<file path="src/rtl/packet_types.sv">
// Shared packet-controller types: the slot element format and the
// transfer scheduler's state encoding.
package packet_types;

   typedef struct packed {
      logic [3:0]  dest;
      logic [7:0]  length;
      logic [31:0] data;
   } packet_element_t;

   typedef enum logic [1:0] {
      IDLE = 2'd0,
      BUSY = 2'd1,
      FREE = 2'd2
   } transfer_sched_state_t;

endpackage

</file>
<file path="src/rtl/packet_rr_arbiter.sv">
// Combinational round-robin arbiter: returns the first requesting index
// strictly after i_ptr, wrapping modulo N (N must be a power of two).
module packet_rr_arbiter #(
   parameter int N = 8,
   parameter int W = $clog2(N)
) (
   input  logic [N-1:0] i_req,
   input  logic [W-1:0] i_ptr,
   output logic [W-1:0] o_grant_idx,
   output logic         o_grant_valid
);

   logic [W-1:0] w_cand;

   // Scan ptr+1 .. ptr+N; index arithmetic wraps naturally at W bits.
   always_comb begin
      // NOTE: every output gets a default before the loop, so no path leaves it unassigned (no latch).
      o_grant_idx   = '0;
      o_grant_valid = 1'b0;
      w_cand        = '0;
      for (int i = 1; i <= N; i++) begin
         w_cand = i_ptr + W'(i);
         if (!o_grant_valid && i_req[w_cand]) begin
            o_grant_idx   = w_cand;
            o_grant_valid = 1'b1;
         end
      end
   end

endmodule

</file>
<file path="src/rtl/packet_transfer_scheduler.sv">
// Picks ready packet-buffer slots round-robin, holds each packet on the
// transfer interface until completion, then pulses the slot for release.
module packet_transfer_scheduler
   import packet_types::*;
#(
   parameter int NUM_SLOTS      = 8,
   parameter int IDX_W          = $clog2(NUM_SLOTS),
   parameter int TIMEOUT_CYCLES = 1024
) (
   input  logic                 nocclk,
   input  logic                 rst_n,
   input  logic                 enable,
   input  logic [NUM_SLOTS-1:0] slot_ready,
   output logic [IDX_W-1:0]     rd_idx,
   input  packet_element_t      rd_packet,
   output packet_element_t      transfered_packet,
   output logic                 transfered_packet_valid,
   input  logic                 transfered_packet_completed,
   output logic                 free_valid,
   output logic [IDX_W-1:0]     free_idx,
   output logic                 busy,
   output logic                 stall_error,
   output logic                 protocol_error
);

   localparam int CNT_W = $clog2(TIMEOUT_CYCLES) + 1;
   localparam logic [CNT_W-1:0] TIMEOUT_VAL = CNT_W'(TIMEOUT_CYCLES);

   transfer_sched_state_t r_state;
   transfer_sched_state_t w_next_state;
   logic [IDX_W-1:0]      r_rr_ptr;
   logic [IDX_W-1:0]      r_sel_idx;
   logic [CNT_W-1:0]      r_cnt;
   logic [NUM_SLOTS-1:0]  w_req;
   logic [IDX_W-1:0]      w_grant_idx;
   logic                  w_grant_valid;

   // Requests only count while idle; in BUSY/FREE nothing may be granted.
   assign w_req  = (r_state == IDLE) ? (slot_ready & {NUM_SLOTS{enable}}) : '0;
   assign rd_idx = w_grant_valid ? w_grant_idx : '0;
   assign busy   = (r_state != IDLE);

   packet_rr_arbiter #(
      .N (NUM_SLOTS),
      .W (IDX_W)
   ) u_arb (
      .i_req         (w_req),
      .i_ptr         (r_rr_ptr),
      .o_grant_idx   (w_grant_idx),
      .o_grant_valid (w_grant_valid)
   );

   // State register.
   always_ff @(posedge nocclk) begin
      // NOTE: reset is synchronous, so it is only sampled here on the clock edge.
      if (!rst_n) r_state <= IDLE;
      else        r_state <= w_next_state;
   end

   // Next-state logic: grant -> BUSY, completion -> FREE, FREE lasts one cycle.
   always_comb begin
      w_next_state = r_state;
      case (r_state)
         IDLE:    if (w_grant_valid) w_next_state = BUSY;
         BUSY:    if (transfered_packet_completed) w_next_state = FREE;
         FREE:    w_next_state = IDLE;
         default: w_next_state = IDLE;
      endcase
   end

   // Datapath: packet latch, release pulse, rr pointer, timeout and sticky errors.
   always_ff @(posedge nocclk) begin
      // NOTE: non-blocking assignments so every register samples pre-edge values.
      if (!rst_n) begin
         transfered_packet       <= '0;
         transfered_packet_valid <= 1'b0;
         free_valid              <= 1'b0;
         free_idx                <= '0;
         r_sel_idx               <= '0;
         r_rr_ptr                <= IDX_W'(NUM_SLOTS - 1);
         r_cnt                   <= '0;
         stall_error             <= 1'b0;
         protocol_error          <= 1'b0;
      end else begin
         free_valid <= 1'b0;
         case (r_state)
            IDLE: begin
               if (transfered_packet_completed) protocol_error <= 1'b1;
               if (w_grant_valid) begin
                  transfered_packet       <= rd_packet;
                  r_sel_idx               <= w_grant_idx;
                  transfered_packet_valid <= 1'b1;
               end
            end
            BUSY: begin
               if (transfered_packet_completed) begin
                  transfered_packet_valid <= 1'b0;
                  free_valid              <= 1'b1;
                  free_idx                <= r_sel_idx;
                  r_rr_ptr                <= r_sel_idx;
                  r_cnt                   <= '0;
               end else if (r_cnt != TIMEOUT_VAL) begin
                  // Counter saturates at the limit; the transfer itself is never aborted.
                  r_cnt <= r_cnt + 1'b1;
                  if (r_cnt == TIMEOUT_VAL - 1'b1) stall_error <= 1'b1;
               end
            end
            FREE: begin
               if (transfered_packet_completed) protocol_error <= 1'b1;
            end
            default: ;
         endcase
      end
   end

endmodule

</file>
<file path="config.mk">
export PLATFORM = sky130hd
export DESIGN_NAME = packet_transfer_scheduler
export DESIGN_NICKNAME = d
export VERILOG_FILES = /design/src/rtl/packet_types.sv /design/src/rtl/packet_rr_arbiter.sv /design/src/rtl/packet_transfer_scheduler.sv
export SDC_FILE = /design/constraint.sdc
export NUM_CORES = 1
export LEC_CHECK = 0
export CAP_MARGIN = 20
export CORE_ASPECT_RATIO = 1.4
export CORE_MARGIN = 4
export CORE_UTILIZATION = 43
export CTS_CLUSTER_DIAMETER = 50
export DETAILED_ROUTE_END_ITERATION = 10
export GPL_TIMING_DRIVEN = 0
export PLACE_DENSITY = 0.86
export RECOVER_POWER = 100
export SYNTH_ARGS = -nofsm -noshare
export SYNTH_HDL_FRONTEND = slang
export SYNTH_SLANG_ARGS = --single-unit
</file>
<file path="constraint.sdc">
create_clock -name nocclk -period 3.6 [get_ports nocclk]
set_input_delay 0.36 -clock nocclk [delete_from_list [all_inputs] [get_ports nocclk]]
set_output_delay 0.36 -clock nocclk [all_outputs]
set_load 0.01 [all_outputs]
</file>
==> results of run 1 <==
[cell families (layout without fill, tap and decap cells)]
| family | Yosys count | in the layout | synth area share [%] |
|---|---|---|---|
| flip-flops | 70 | 70 | 37.9 |
| multiplexers | 70 | 70 | 20.6 |
| AO/OA/AOI/OAI | 67 | 67 | 11.7 |
| AND/OR/NAND/NOR | 165 | 165 | 21.3 |
| XOR/XNOR | 8 | 8 | 2.40 |
| buffers and inverters | 35 | 178 | 4.73 |
| adder cells (fa/ha/maj) | 4 | 4 | 1.35 |
[per-layer routing]
metal / vias up / global-route usage, % / share of wire [%]
met3: 47 / 7.42 / 8.6
met1: 1712 / 23.8 / 36
met4: 0 / 13.5 / 4.6
met5: - / 0 / 0
met2: 213 / 38.1 / 51
li1: 1778 / - / -
[worst max-delay path, stage by stage (launching register included)]
cell and delay, ps:
dfxtp_4 390, buf_8 140, inv_8 30, ha_4 250, buf_6 110, mux4_2 320, mux2_4 310, nand3b_1 190
or3_4 400, nor4_4 310, nor3_2 90, nor3_2 200, buf_2 160
[per-stage QoR]
step                power [W]  area (um^2)
floorplan             0.00224         3700
global placement      0.00288         4930
detailed placement    0.00292         4940
CTS                   0.00399         5440
global route          0.00421         5510
finish                0.00398         5510
[cell type report]
| cell class | count | share of cell area [%] |
|---|---|---|
| Clock buffer | 13 | 4.72 |
| Timing Repair Buffer | 133 | 22.9 |
| Clock inverter | 1 | 0.545 |
| Tap cell | 102 | 2.32 |
| Sequential cell | 70 | 25.5 |
| Inverter | 11 | 0.885 |
| Buffer | 20 | 2.75 |
| Multi-Input combinational cell | 314 | 40.4 |
[timing repair]
item,CTS,global route
buffers inserted,11,11
cloned,0,0
gates resized for setup,45,9
pin swaps,5,5
setup endpoints to repair,51,44
[final timing paths]
| path | start | endpoint | slack, ps | depth (start not counted) |
|---|---|---|---|---|
| max reg2reg | r_rr_ptr[1] | transfered_packet[29] | 60 | 16 |
| min reg2reg | free_idx[2] | free_idx[2] | 470 | 2 |
| min | free_idx[2] | free_idx[2] | 470 | 2 |
| max | r_rr_ptr[0] | rd_idx[1] | -8 | 12 |
[state kept, by name, summed over array words and instances, names as in the netlist]
register	count
free_idx	3
free_valid	1
protocol_error	1
r_cnt	11
r_rr_ptr	3
r_sel_idx	3
r_state	2
stall_error	1
transfered_packet	44
transfered_packet_valid	1
[power by group through the flow]
stage / clock network [W] / registers [W] / logic, W
global route: 0.000915 / 0.00107 / 0.00222
finish: 0.000868 / 0.00105 / 0.00206
CTS: 0.000883 / 0.00106 / 0.00205
floorplan: 0 / 0.00112 / 0.00113
global placement: 0 / 0.00105 / 0.00183
detailed placement: 0 / 0.00106 / 0.00186
[cell usage in the layout (no fill, tap or decap), types with 7 or more instances in the layout]
| master | count |
|---|---|
| clkbuf_16 | 9 |
| mux2i_1 | 56 |
| clkdlybuf4s50_1 | 54 |
| dfxtp_1 | 68 |
| buf_4 | 25 |
| nand3_1 | 9 |
| a21oi_1 | 18 |
| o21ai_0 | 13 |
| nor2_1 | 69 |
| mux2_2 | 8 |
| inv_1 | 7 |
| dlygate4sd3_1 | 53 |
| nand2_1 | 35 |
| clkbuf_1 | 10 |
==> run metrics, run 1 <==
Placed Cells incl. Taps 632; Synth area leader dfxtp_1; CTS tree built; Cell Area, Synth between 3000 and 4000 um^2; TritonCTS Sinks 70; Max-Slew Margin vs Limit 65.6%; Final HPWL DP 8200 um; worst-margin pin slew 515 ps; TritonRoute pass-1 iters 5; synthesized area per cell just under 9 um^2; largest net degree at the start of global routing 20; Logic pwr share 51.8%; ANT cells 0; Switching Fraction a little over a third; Distinct cells, synth 55; Yosys warnings 0; Net Count, Synth 479; final core utilization 66.4%; core area 8300 um^2; Leakage around 2.5 nW; Final Setup Violations 1; I/O pin count 111; Worst Setup End Kind output port; Worst-Skew Late Latency 330 ps; Final WS setup -8.10 ps; final worst-path cycle share 100%; Total Routing Usage GR 22.6%; post-synthesis sequential area ratio 37.9%; CP Class flip-flop to output port; Worst Path Max Fanout 5; sequential power share a little over a quarter; fin cells 664; Required @ worst endpoint 3240 ps; Post-synth EDFFs 0; FMAX 277 MHz; Primary FF master, synth dfxtp_1; # nets final 619; Die Ht between 100 and 150 um; register area approximately 1400 um^2; RSZ-0062 raised after global routing yes; die area 10200 um^2; CP startpoint kind flip-flop; total internal power roughly 0.0025 W; Switch Pwr 0.00144 W; setup slack at placement -884 ps; vias in the first global route 3877; status complete, but fails checks; CTS max path bufs 2; asr flop ratio synth 0%; Clock H-tree levels 3; Mapped Cells 419; filler cell count 639; VDD IR max 0.504 mV; clk slew on worst S/H paths about 50 ps; final hold vios 0; synth cell count leaders dfxtp_1 (70), nor2_1 (69), mux2i_1 (57), nand2_1 (35), a21oi_1 (18); I/O Buffers 110; routed vias roughly 3800; Pwr Density 722 nW/um^2; Synth-to-Final Area Change 48.9%; failing checks negative setup slack; CTS buffer count 9; Yosys top cell area share between 30% and 40%; share of cells above drive strength 1 15.7%; crit path DAT 3250 ps; Hold Path Class flip-flop to flip-flop; initial core utilization 44.6%; min Tclk post-route 3610 ps; Post-route DRC 0; hold buffers post-CTS 0; Die X-Extent 86.4 um; post-DR wirelength/cell 17.4 um; most frequent cell after synthesis dfxtp_1; Yosys reg bits 70; global-route wire length before repair 18400 um; standard-cell row count 39; DRT iter0 DRCs 248; reported max-cap violation count 0; area of the multi-input gates about 2200 um^2; Clock Power Share roughly 22%; Root Driver clkbuf_16; hold slack 467 ps; grt total ovfl 0; post-route ant nets 0; max-slew violations 0; dominant cells by area after synthesis dfxtp_1 (38%), mux2i_1 (15%), nor2_1 (7.0%), nand2_1 (3.5%), mux2_2 (2.7%); Worst Skew 4.50 ps; Final Wtd Congestion between 0.9 and 1; wirelength, routed 11500 um; initial antenna violation count 0; Via density 5.65; setup_tns -8.10 ps
(Power assumes the default switching activity.)
==> inputs of run 2 (changes only) <==
==> constraint.sdc (replaced) <==
create_clock -name nocclk -period 3.6 [get_ports nocclk]
set_input_delay 0.72 -clock nocclk [delete_from_list [all_inputs] [get_ports nocclk]]
set_output_delay 0.72 -clock nocclk [all_outputs]
set_load 0.01 [all_outputs]
==> run 2 against run 1 <==
The run still ends with negative setup slack left. Final cell count grew 2.3%. Count of clock-buffer cells in the layout shrank 2. Total power grew 5.6%. Worst hold slack lost 4.7 ps. Design area grew 4.9%. Largest cell class unchanged.
==> run metrics, run 2 (synthesized netlist as in run 1, its figures left out) <==
status complete, but fails checks; failing checks negative setup slack; Worst Skew 7.95 ps; clk slew on worst S/H paths 50 ps; initial antenna violation count 0; largest net degree at the start of global routing 12; largest registers transfered_packet x44, r_cnt x11; Final Wtd Congestion ~0.9; routed vias 3912; Leakage about 2.6 nW; global-route wire length before repair roughly 19000 um; met3 usage roughly 6.0%; Worst-Skew Late Latency approximately 330 ps; die area 10200 um^2; CTS buffer count 9; Required @ worst endpoint 2880 ps; M2 GR Usage roughly two fifths; min Tclk post-route 3820 ps; Die X-Extent 86.4 um; Placed Cells incl. Taps around 630; Root Driver clkbuf_16; FMAX approximately 260 MHz; Power Total ~0.0042 W; CP startpoint kind primary input; CTS max path bufs 2; Via density 5.76; I/O Buffers 110; # nets final 633; standard-cell row count 39; Final HPWL DP 8130 um; GR Layer Usage met1 24.7%; grt total ovfl 0; most frequent cells in the layout nor2_1 (68), dfxtp_1 (68), mux2i_1 (55), dlygate4sd3_1 (54), clkdlybuf4s50_1 (44); Clock H-tree levels 3; VDD IR max 0.532 mV; Worst Setup End Kind output port; Post-route DRC 0; gr busiest metal met2; CTS tree built; worst-margin pin slew approximately 600 ps; Post-DP Area 4950 um^2; I/O pin count 111; wirelength, routed 12500 um; final hold vios 0; crit path DAT 3100 ps; final worst-path cycle share 106%; most flop-heavy register transfered_packet; max FFs per register 44; TritonRoute pass-1 iters 5; Hold Path Class flip-flop to flip-flop; CP Class primary input to output port; vias in the first global route 3907; Synth-to-Final Area Change 56.3%; Max-Slew Margin vs Limit approximately 60%; share of cells above drive strength 1 around a fifth; ANT cells 0; core area around 8300 um^2; DRT iter0 DRCs 285; max-slew violations 0; TritonCTS Sinks 70; fin cells 679; Final Cell Area slightly below 6000 um^2; RSZ-0062 raised after global routing yes; Final WS setup -224 ps; Total Routing Usage GR 23.2%; reported max-cap violation count 0; post-DR wirelength/cell about 18 um; post-route ant nets 0; initial core utilization 44.6%; Worst Path Max Fanout 6; setup_tns -571 ps; Final Setup Violations 3; Die Ht 118 um; Pwr Density 726 nW/um^2
[run 2: worst paths after layout]
kind | from | end | slack, ps | cells after the start
worst max-delay path | slot_ready[1] | rd_idx[1] | -220 | 9
worst min-delay path | free_idx[2] | free_idx[2] | 460 | 2
worst max register to register | r_rr_ptr[1] | transfered_packet[13] | 130 | 16
worst min register to register | free_idx[2] | free_idx[2] | 460 | 2
[run 2: critical path, cell delays in order]
cell and delay, ps:
dlygate4sd2_1 330, mux4_2 530, mux2_4 300, nand3b_1 210, or3_4 360, nor4_4 200
nor3_2 100, nor3_2 190, buf_2 160
[run 2: layout make-up]
cell class                      instances  area, um^2
Fill cell                             600        2510
Multi-Input combinational cell        314        2360
Sequential cell                        70        1410
Timing Repair Buffer                  147        1370
Clock buffer                           11         243
Buffer                                 20         173
Tap cell                              102         128
Inverter                               11        58.8
Clock inverter                          4        47.5
[run 2: per-layer routing]
| metal | routed length [um] | vias to the layer above |
|---|---|---|
| li1 | - | 1805 |
| met1 | 4510 | 1806 |
| met2 | 6270 | 225 |
| met3 | 1000 | 76 |
| met4 | 748 | 0 |
| met5 | 0 | - |
[run 2: per-stage QoR]
stage                     hold slack, ps  setup slack, ps  utilization (%)
final                                462             -224             69.7
after detailed placement             463            -1290             59.7
after global routing                 481             -283             69.7
after global placement               449            -1230             59.7
after floorplan                      435             39.2                -
after CTS                            474             -340             67.7
[run 2: repair_timing]
action / CTS / global route
setup endpoints to repair: 51 / 37
resized for setup: 73 / 19
setup buffers: 24 / 14
pin swaps: 13 / 16
hold buffers: 0 / 0
[run 2: power by group]
group / leakage [nW] / switching [W] / total, W / internal [W]
registers: 0.577 / 0.0000971 / 0.00105 / 0.000953
clock network: 0.141 / 0.000304 / 0.000852 / 0.000548
logic: 1.88 / 0.00115 / 0.00230 / 0.00115
